[config.mk]
export PLATFORM = sky130hd
export DESIGN_NAME = washer_sequencer
export DESIGN_NICKNAME = d
export VERILOG_FILES = /design/src/rtl/washer_pkg.sv /design/src/rtl/wsq_timer.sv /design/src/rtl/washer_sequencer.sv
export SDC_FILE = /design/constraint.sdc
export NUM_CORES = 1
export LEC_CHECK = 0
export CAP_MARGIN = 20
export CORE_UTILIZATION = 30
export DETAILED_ROUTE_END_ITERATION = 8
export GPL_ROUTABILITY_DRIVEN = 0
export SLEW_MARGIN = 20
export SYNTH_ARGS = -nofsm -noshare
export SYNTH_HDL_FRONTEND = slang
export SYNTH_SLANG_ARGS = --single-unit
[constraint.sdc]
create_clock -name i_clk -period 2.9 [get_ports i_clk]
set_input_delay 0.29 -clock i_clk [delete_from_list [all_inputs] [get_ports i_clk]]
set_output_delay 0.29 -clock i_clk [all_outputs]
set_load 0.03 [all_outputs]
[src/rtl/washer_pkg.sv]
// washer_pkg
//   Shared definitions for the washer sequencer, the DC motor block and the
//   CPU interface: FSM state encodings, one-hot motor mode codes, stage
//   indices, program codes and small decode helpers.
package washer_pkg;

  // FSM state encodings
  localparam logic [2:0] ST_IDLE = 3'd0;
  localparam logic [2:0] ST_RUN  = 3'd1;
  localparam logic [2:0] ST_GAP  = 3'd2;
  localparam logic [2:0] ST_DONE = 3'd3;
  localparam logic [2:0] ST_ERR  = 3'd4;

  // One-hot stage commands to the motor block
  localparam logic [2:0] MODE_NONE  = 3'b000;
  localparam logic [2:0] MODE_WASH  = 3'b001;
  localparam logic [2:0] MODE_RINSE = 3'b010;
  localparam logic [2:0] MODE_SPIN  = 3'b100;

  // Stage indices as reported on o_stage
  localparam logic [1:0] STAGE_WASH  = 2'd0;
  localparam logic [1:0] STAGE_RINSE = 2'd1;
  localparam logic [1:0] STAGE_SPIN  = 2'd2;
  localparam logic [1:0] STAGE_NONE  = 2'd3;

  // Program codes
  localparam logic [1:0] PROG_WASH_RINSE_SPIN = 2'b00;
  localparam logic [1:0] PROG_RINSE_SPIN      = 2'b01;
  localparam logic [1:0] PROG_SPIN_ONLY       = 2'b10;
  localparam logic [1:0] PROG_WASH_ONLY       = 2'b11;

  // Registered output bundle of the sequencer
  typedef struct packed {
    logic [2:0] mode;
    logic [1:0] stage;
    logic       busy;
    logic       done;
    logic       err;
  } seq_out_t;

  localparam seq_out_t OUT_IDLE = '{mode: MODE_NONE, stage: STAGE_NONE,
                                    busy: 1'b0, done: 1'b0, err: 1'b0};

  // Enabled-stage mask of a program; bit index equals stage index.
  function automatic logic [2:0] prog_stages(input logic [1:0] prog);
    logic [2:0] mask;
    case (prog)
      PROG_WASH_RINSE_SPIN: mask = 3'b111;
      PROG_RINSE_SPIN:      mask = 3'b110;
      PROG_SPIN_ONLY:       mask = 3'b100;
      default:              mask = 3'b001;
    endcase
    return mask;
  endfunction

  function automatic logic [2:0] stage_mode(input logic [1:0] stage);
    logic [2:0] mode;
    case (stage)
      STAGE_WASH:  mode = MODE_WASH;
      STAGE_RINSE: mode = MODE_RINSE;
      STAGE_SPIN:  mode = MODE_SPIN;
      default:     mode = MODE_NONE;
    endcase
    return mode;
  endfunction

  function automatic logic [1:0] first_stage(input logic [2:0] mask);
    logic [1:0] s;
    if (mask[0])      s = STAGE_WASH;
    else if (mask[1]) s = STAGE_RINSE;
    else if (mask[2]) s = STAGE_SPIN;
    else              s = STAGE_NONE;
    return s;
  endfunction

  // Next enabled stage strictly after cur, or STAGE_NONE if there is none.
  function automatic logic [1:0] next_stage(input logic [2:0] mask,
                                            input logic [1:0] cur);
    logic [1:0] s;
    case (cur)
      STAGE_WASH:  s = mask[1] ? STAGE_RINSE : (mask[2] ? STAGE_SPIN : STAGE_NONE);
      STAGE_RINSE: s = mask[2] ? STAGE_SPIN : STAGE_NONE;
      default:     s = STAGE_NONE;
    endcase
    return s;
  endfunction

endpackage

[src/rtl/wsq_timer.sv]
// wsq_timer
//   Loadable 16-bit saturating up-counter with an expiry compare.
//   reached is high during the cycle that completes 'limit' cycles since the
//   last load, so a state that loads on entry and exits on reached occupies
//   exactly 'limit' cycles. A limit of 0 reads as already reached.
// Ports
//   clk, rst    clock, asynchronous active-high reset
//   load        load count with load_value (priority over en)
//   load_value  value loaded on load
//   en          count enable
//   limit       expiry threshold in cycles
//   reached     expiry flag (combinational from the count register)
module wsq_timer (
  input  logic        clk,
  input  logic        rst,
  input  logic        load,
  input  logic [15:0] load_value,
  input  logic        en,
  input  logic [15:0] limit,
  output logic        reached
);

  logic [15:0] count_reg;

  always_ff @(posedge clk or posedge rst) begin
    if (rst) begin
      count_reg <= 16'd0;
    end else if (load) begin
      count_reg <= load_value;
    end else if (en && (count_reg != 16'hFFFF)) begin
      count_reg <= count_reg + 16'd1;
    end
  end

  // 17-bit compare so a saturated count cannot wrap the +1
  assign reached = ({1'b0, count_reg} + 17'd1) >= {1'b0, limit};

endmodule

[src/rtl/washer_sequencer.sv]
// washer_sequencer
//   Steps the DC motor block through wash -> rinse -> spin, skipping stages
//   the latched program does not enable, with an idle gap between stages and
//   a per-stage watchdog. All outputs are registered and are computed from
//   the next state, so a start sampled on an edge shows its mode right after
//   that edge.
// Ports
//   i_clk, i_reset  clock, asynchronous active-high reset
//   i_start/i_stop  start and abort requests
//   i_prog          program select (latched on start)
//   i_fin           stage-complete flag from the motor block
//   o_mode          one-hot stage command (000 = none)
//   o_stage         current stage index (3 = none)
//   o_busy          high in RUN and GAP
//   o_done          one-cycle completion pulse
//   o_err           high while the watchdog error is held
module washer_sequencer
  import washer_pkg::*;
#(
  parameter int GAP_CYCLES     = 4,
  parameter int TIMEOUT_CYCLES = 1000
) (
  input  logic       i_clk,
  input  logic       i_reset,
  input  logic       i_start,
  input  logic       i_stop,
  input  logic [1:0] i_prog,
  input  logic       i_fin,
  output logic [2:0] o_mode,
  output logic [1:0] o_stage,
  output logic       o_busy,
  output logic       o_done,
  output logic       o_err
);

  localparam logic [15:0] GAP_LIMIT     = 16'(GAP_CYCLES);
  localparam logic [15:0] TIMEOUT_LIMIT = 16'(TIMEOUT_CYCLES);
  localparam logic        WDOG_ON       = (TIMEOUT_CYCLES != 0);

  logic [2:0] state_reg, state_next;
  logic [1:0] prog_reg, prog_next;
  // Stage being run, or in GAP the stage that runs next
  logic [1:0] stage_reg, stage_next;
  seq_out_t   out_reg, out_next;

  logic [2:0]  stage_mask;
  logic [1:0]  following;
  logic        timer_load;
  logic        timer_en;
  logic [15:0] timer_limit;
  logic        timer_reached;

  assign stage_mask = prog_stages(prog_reg);
  assign following  = next_stage(stage_mask, stage_reg);

  // One counter serves both the gap and the watchdog: it restarts on every
  // entry into RUN or GAP and its limit follows the current state.
  assign timer_load  = ((state_next == ST_RUN) || (state_next == ST_GAP)) &&
                       (state_next != state_reg);
  assign timer_en    = (state_reg == ST_RUN) || (state_reg == ST_GAP);
  assign timer_limit = (state_reg == ST_GAP) ? GAP_LIMIT : TIMEOUT_LIMIT;

  wsq_timer u_timer (
    .clk        (i_clk),
    .rst        (i_reset),
    .load       (timer_load),
    .load_value (16'd0),
    .en         (timer_en),
    .limit      (timer_limit),
    .reached    (timer_reached)
  );

  always_comb begin
    state_next = state_reg;
    prog_next  = prog_reg;
    stage_next = stage_reg;
    case (state_reg)
      ST_IDLE: begin
        if (i_start && !i_stop) begin
          prog_next  = i_prog;
          stage_next = first_stage(prog_stages(i_prog));
          state_next = ST_RUN;
        end
      end
      ST_RUN: begin
        // stop beats fin, fin beats a watchdog expiry on the same edge
        if (i_stop) begin
          state_next = ST_IDLE;
        end else if (i_fin) begin
          if (following != STAGE_NONE) begin
            stage_next = following;
            state_next = ST_GAP;
          end else begin
            state_next = ST_DONE;
          end
        end else if (WDOG_ON && timer_reached) begin
          state_next = ST_ERR;
        end
      end
      ST_GAP: begin
        // a fin still held from the previous stage stretches the gap
        if (i_stop) begin
          state_next = ST_IDLE;
        end else if (timer_reached && !i_fin) begin
          state_next = ST_RUN;
        end
      end
      ST_DONE: begin
        state_next = ST_IDLE;
      end
      ST_ERR: begin
        if (i_start || i_stop) begin
          state_next = ST_IDLE;
        end
      end
      default: begin
        state_next = ST_IDLE;
      end
    endcase
  end

  always_comb begin
    out_next      = OUT_IDLE;
    out_next.busy = (state_next == ST_RUN) || (state_next == ST_GAP);
    out_next.done = (state_next == ST_DONE);
    out_next.err  = (state_next == ST_ERR);
    if (state_next == ST_RUN) begin
      out_next.mode  = stage_mode(stage_next);
      out_next.stage = stage_next;
    end
  end

  always_ff @(posedge i_clk or posedge i_reset) begin
    if (i_reset) begin
      state_reg <= ST_IDLE;
      prog_reg  <= PROG_WASH_RINSE_SPIN;
      stage_reg <= STAGE_WASH;
      out_reg   <= OUT_IDLE;
    end else begin
      state_reg <= state_next;
      prog_reg  <= prog_next;
      stage_reg <= stage_next;
      out_reg   <= out_next;
    end
  end

  assign o_mode  = out_reg.mode;
  assign o_stage = out_reg.stage;
  assign o_busy  = out_reg.busy;
  assign o_done  = out_reg.done;
  assign o_err   = out_reg.err;

endmodule

[After elaboration in Yosys (flattened, before gate mapping)]
Cells that the tools add are included.
Operators by class
  $add $sub $neg: 2
  magnitude comparators: 1
  eq/ne operators: 17
  mux-type cells: 29
  reduce and logical (&&, ||, !) cells: 16
Operators with widths (count)
  16-bit 2-to-1 mux: 2
  3-bit 2-to-1 mux: 9
  3-bit one-hot mux with 3 select lines: 3
  16-bit by 1-bit adder with 17-bit output (second input constant): 1
  17-bit by 10-bit >= comparator with 1-bit output: 1
  16-bit by 1-bit adder with 16-bit output (second input constant): 1
  16-bit inequality test (second input constant): 1
  2-bit 2-to-1 mux: 7
  3-bit one-hot mux with 4 select lines: 1
  10-bit 2-to-1 mux: 1
  3-bit by 2-bit == test with 1-bit output (second input constant): 3
  2-bit by 1-bit == test with 1-bit output (second input constant): 4
  2-bit zero test: 4
  2-bit one-hot mux with 2 select lines: 2
  2-bit == test (second input constant): 3
  3-bit by 1-bit == test with 1-bit output (second input constant): 2
  3-bit == test (second input constant): 2
  5-bit 2-to-1 mux: 1
  1-bit logical AND: 4
  3-bit zero test: 1
  1-bit logical OR: 3
  1-bit 2-to-1 mux: 3
  3-bit inequality test: 1
  1-bit zero test: 2
  3 further kinds: 3
Word-level totals
  register bits after elaboration: 31
  bits of input ports: 7
  logic and storage cells: 74

[Depth between registers and ports, before layout]
  word-level depth: 14
  mapped depth: 13
  depth with buffers taken out: 11

[By module]
From an unflattened synthesis, not the netlist that was laid out.
Second synthesis, totals
  cells, all modules: 264
  area, all modules: 2388.5 um^2
Modules (own cells, without submodules)
  wsq_timer: times used 1, cells an instance 183, area an instance 1560.2 um^2
  washer_sequencer: times used 1, cells an instance 81, area an instance 828.3 um^2

[Worst setup path before layout]
Ideal clock, no wire load.
  kind: register to register
  from: register state_reg[1]
  to: register out_reg, in the netlist o_mode[1]
  setup time: 126 ps
  arrival: 2642 ps
  data required time: 2774 ps
  path slack: 132 ps
  cell stages (with the launch flop): 10
  buffers on the path: 0
  clock period less this slack: 2768 ps
  cell sequence: dfrtp_1 -> nor2b_1 -> nor2b_1 -> ha_1 -> a21bo_2 -> a21oi_1 -> a211oi_1 -> nor4_4 -> nor2_1 -> o311a_1
RTL lines
  from (decl): line washer_sequencer.sv:40  | logic [2:0] state_reg, state_next;
  from (signal assigned): line washer_sequencer.sv:140  | state_reg <= state_next;
  to (signal assigned): line washer_sequencer.sv:143  | out_reg <= out_next;
  to (decl): line washer_sequencer.sv:44  | seq_out_t out_reg, out_next;

==> metrics.csv <==
stage,metric,value,unit
status,status,finished clean,
cells_and_area,Synth-to-Final Area Change,21.3,%
cells_and_area,Largest register FFs,16,
setup_path,r2r setup slk,0.19,ns
global_route,total track usage,12.7,%
floorplanning,DIE AREA,7080,um^2
cells_and_area,post-route cell area,2450,um^2
sta,Max Slew Vio Count,0,
global_route,largest net degree at the start of global routing,32,
routing,routed wl met2,1900,um
placement,I/O Buffers,14,
logic_synthesis,Yosys top cell by area,dfrtp_1,
cells_and_area,share of cells above drive strength 1,21.2,%
power,Peak VDD IR,221,uV
routing,DRC,0,
sta,Clock Skew,0.00582,ns
logic_synthesis,synthesized area,2020,um^2
logic_synthesis,synthesized instance count,202,
setup_path,cells on worst reg2reg path,11,
routing,Initial DRT Pass Iterations,5,
setup_path,Critical Path RT,3.09,ns
clock_tree,CTS tree,yes,
logic_synthesis,Synth Area in Compound Gates,11.5,%
global_route,number of global-route vias before repair,1516,
sta,Max Freq,369,MHz
sta,Slew @ Worst Pin,0.606,ns
setup_path,FF-to-FF Start,u_timer.count_reg[0]$_DFFE_PP0P_,
logic_synthesis,Synth Area per Inst,10.0,um^2
hold_path,hold crit path type,in -> async,
sta,final hold violation count,0,
placement,Post-DP Area,2330,um^2
routing,DRT Wirelength,4180,um
sta,Slew headroom,59.3,%
clock_tree,CTS Buf Count,5,
sta,fin crit share,93.3,%
power,leakage dissipation,0.00108,uW
clock_tree,CTS root buffer,clkbuf_8,
sta,Fin Hold WS,0.385,ns
floorplanning,I/O pin cnt,15,
routing,Routed Antenna Nets,0,
run,Maximum Capacitance Violations,0,
clock_tree,clk buf depth,2,
logic_synthesis,Mapped Nets,217,
logic_synthesis,adder-cell share of the synthesized area,4.95,%
routing,Vias/cell,5.13,
power,pwr dens,572,nW/um^2
logic_synthesis,Simple-Gate Fraction of Synth Area,27.3,%
sta,final setup violation count,0,
sta,Final TNS setup,0,ns
floorplanning,core box area,6420,um^2
logic_synthesis,mux cell area share after synthesis,2.78,%
global_route,first-pass GRT wire length,7200,um
logic_synthesis,top area cells in the synthesized netlist,"dfrtp_1 (36%), xor2_1 (6.1%), ha_1 (4.9%)",
global_route,GRT overflow,0,
setup_path,Worst setup EP type,register,
logic_synthesis,post-synth top area share,35.9,%
setup_path,startpoint type of the worst setup path,register,
clock_tree,number of setup buffers added after CTS,0,
sta,RSZ-0062 raised after global routing,false,
logic_synthesis,Synth Area in XOR/XNOR,10.4,%
logic_synthesis,largest family of logic cells by synthesized area,simple AND/OR/NAND/NOR gates,
setup_path,CP arrival,2.90,ns
floorplanning,number of core rows,29,
routing,Initial DRC Count,59,
routing,Top Metal Used,met4,
logic_synthesis,Synth Register Bits,31,
logic_synthesis,Synth cell types,48,
cells_and_area,Ant. Diodes,0,
floorplanning,Die W,84.1,um
logic_synthesis,post-synthesis sequential area ratio,38.5,%
placement,DP HPWL,2910,um
floorplanning,Die Span Y,84.1,um
routing,drt wl/cell,13.6,um
global_route,antenna violations before repair,0,
floorplanning,starting density of the core,31.5,%
sta,min cycle time layout,2.71,ns
clock_tree,htree depth,2,
routing,routed vias,1580,
setup_path,critical setup path kind,reg -> reg,
routing,DRT met1 WL,2150,um
routing,met3 WL,92,um
setup_path,Setup crit start,u_timer.count_reg[0]$_DFFE_PP0P_,
cells_and_area,fin nets,245,
clock_tree,CTS sink count,31,
logic_synthesis,Synthesis Warnings,0,
clock_tree,"Clk pin slew, worst setup/hold paths",0.07,ns
power,Total Power,1400,uW
setup_path,worst-path maximum fanout,8,
setup_path,Critical R2R Capture,o_mode[2]$_DFF_PP0_,
clock_tree,worst-skew pair later-pin latency,0.28,ns
metal layers:
layer | vias to the layer above | GRT usage (%)
li1 | 790 | -
met1 | 760 | 17.6
met2 | 23 | 19.6
met3 | 7 | 2.57
met4 | 0 | 4.55
met5 | - | 0
synthesized netlist by cell type (all sizes together):
library cell and count:
ha 8, clkbuf 3, nand2b 3, o31ai 2, nor4 4, nor2b 4, and3 5, nand2 17
buf 8, a211oi 4, xor2 14, a31oi 4, nor3b 1, nor4b 2, o41ai 1, o311a 1
inv 4, a21o 2, mux2 2, and3b 1, and4 3, o21ai 3, a22o 3, nand3 9
a21oi 7, nor2 7, and2 2, nand4 8, a311oi 2, and4b 1, or2 1, nor3 18
dfstp 2, a21bo 1, mux2i 3, or3b 1, o22ai 1, xnor2 10, nand4b 1, dfrtp 29
power by group:
part,total (uW),internal [uW],switching [uW]
Sequential,566,510,56.2
Clock,419,257,162
Combinational,417,184,233
Total,1400,950,452
worst max-delay path: stages (launching register included):
cell,delay [ns]
dfrtp_1,0.42
ha_1,0.22
and3_2,0.25
nand2_1,0.09
xnor2_1,0.08
ha_1,0.30
nand3_1,0.11
a211oi_2,0.29
nor4_4,0.08
buf_6,0.15
or3b_2,0.47
a31oi_1,0.17
cell usage in the layout (no fill, tap or decap), types with 3 or more instances in the layout:
master           count
clkdlybuf4s50_1     14
nor2_1               7
nor2b_1              3
buf_4               16
xnor2_1             10
nand4_1              8
a31oi_1              4
xor2_1              14
nor3_1               7
nand2_1             17
and3_1               4
nand2b_1             3
nand3_1              9
nor4_1               3
dfrtp_1             29
a21oi_1              7
nor3_2              11
mux2i_1              3
inv_1                4
a22o_1               3
clkbuf_8             5
ha_1                 8
cell families after synthesis:
family | after synthesis
multiplexers | 5
XOR/XNOR | 24
flip-flops | 31
AND/OR/NAND/NOR | 88
AO/OA/AOI/OAI | 31
adder cells (fa/ha/maj) | 8
buffers and inverters | 15
area by class of cell:
cell class              count  area [um^2]
repair buffers             32          292
flip-flops and latches     31          778
fillers                   616         3970
multi-input cells         156         1170
clock inverters             1         30.0
inverters                   4         15.0
clock buffers               7         76.3
well taps                  77         96.3
repair_timing:
item,4_1_cts,5_1_grt
setup endpoints to repair,0,24
hold buffers,0,0
resized for setup,0,6
worst max path at each step:
| stage | to | slack (ns) | cells past startpoint |
|---|---|---|---|
| 6_report | o_mode[2]$_DFF_PP0_ | 0.19 | 11 |
| 5_1_grt | u_timer.count_reg[8]$_DFFE_PP0P_ | 0.02 | 13 |
| 4_1_cts | u_timer.count_reg[5]$_DFFE_PP0P_ | 0.07 | 11 |
| 3_5_place_dp | o_stage[0]$_DFF_PP1_ | 0.11 | 11 |
| 3_3_place_gp | o_mode[2]$_DFF_PP0_ | 0.05 | 11 |
| 2_1_floorplan | o_mode[1]$_DFF_PP0_ | 0.13 | 9 |
metrics by stage:
step                      util (%)  worst slack [ns]  cells
after global routing          38.2            0.0171    308
after CTS                     37.9            0.0657    308
after global placement        36.3            0.0536    300
after floorplan                  -             0.132    202
after detailed placement      36.3             0.111    300
final                         38.2             0.193    308
No activity file was read; power rests on OpenSTA's default activity.
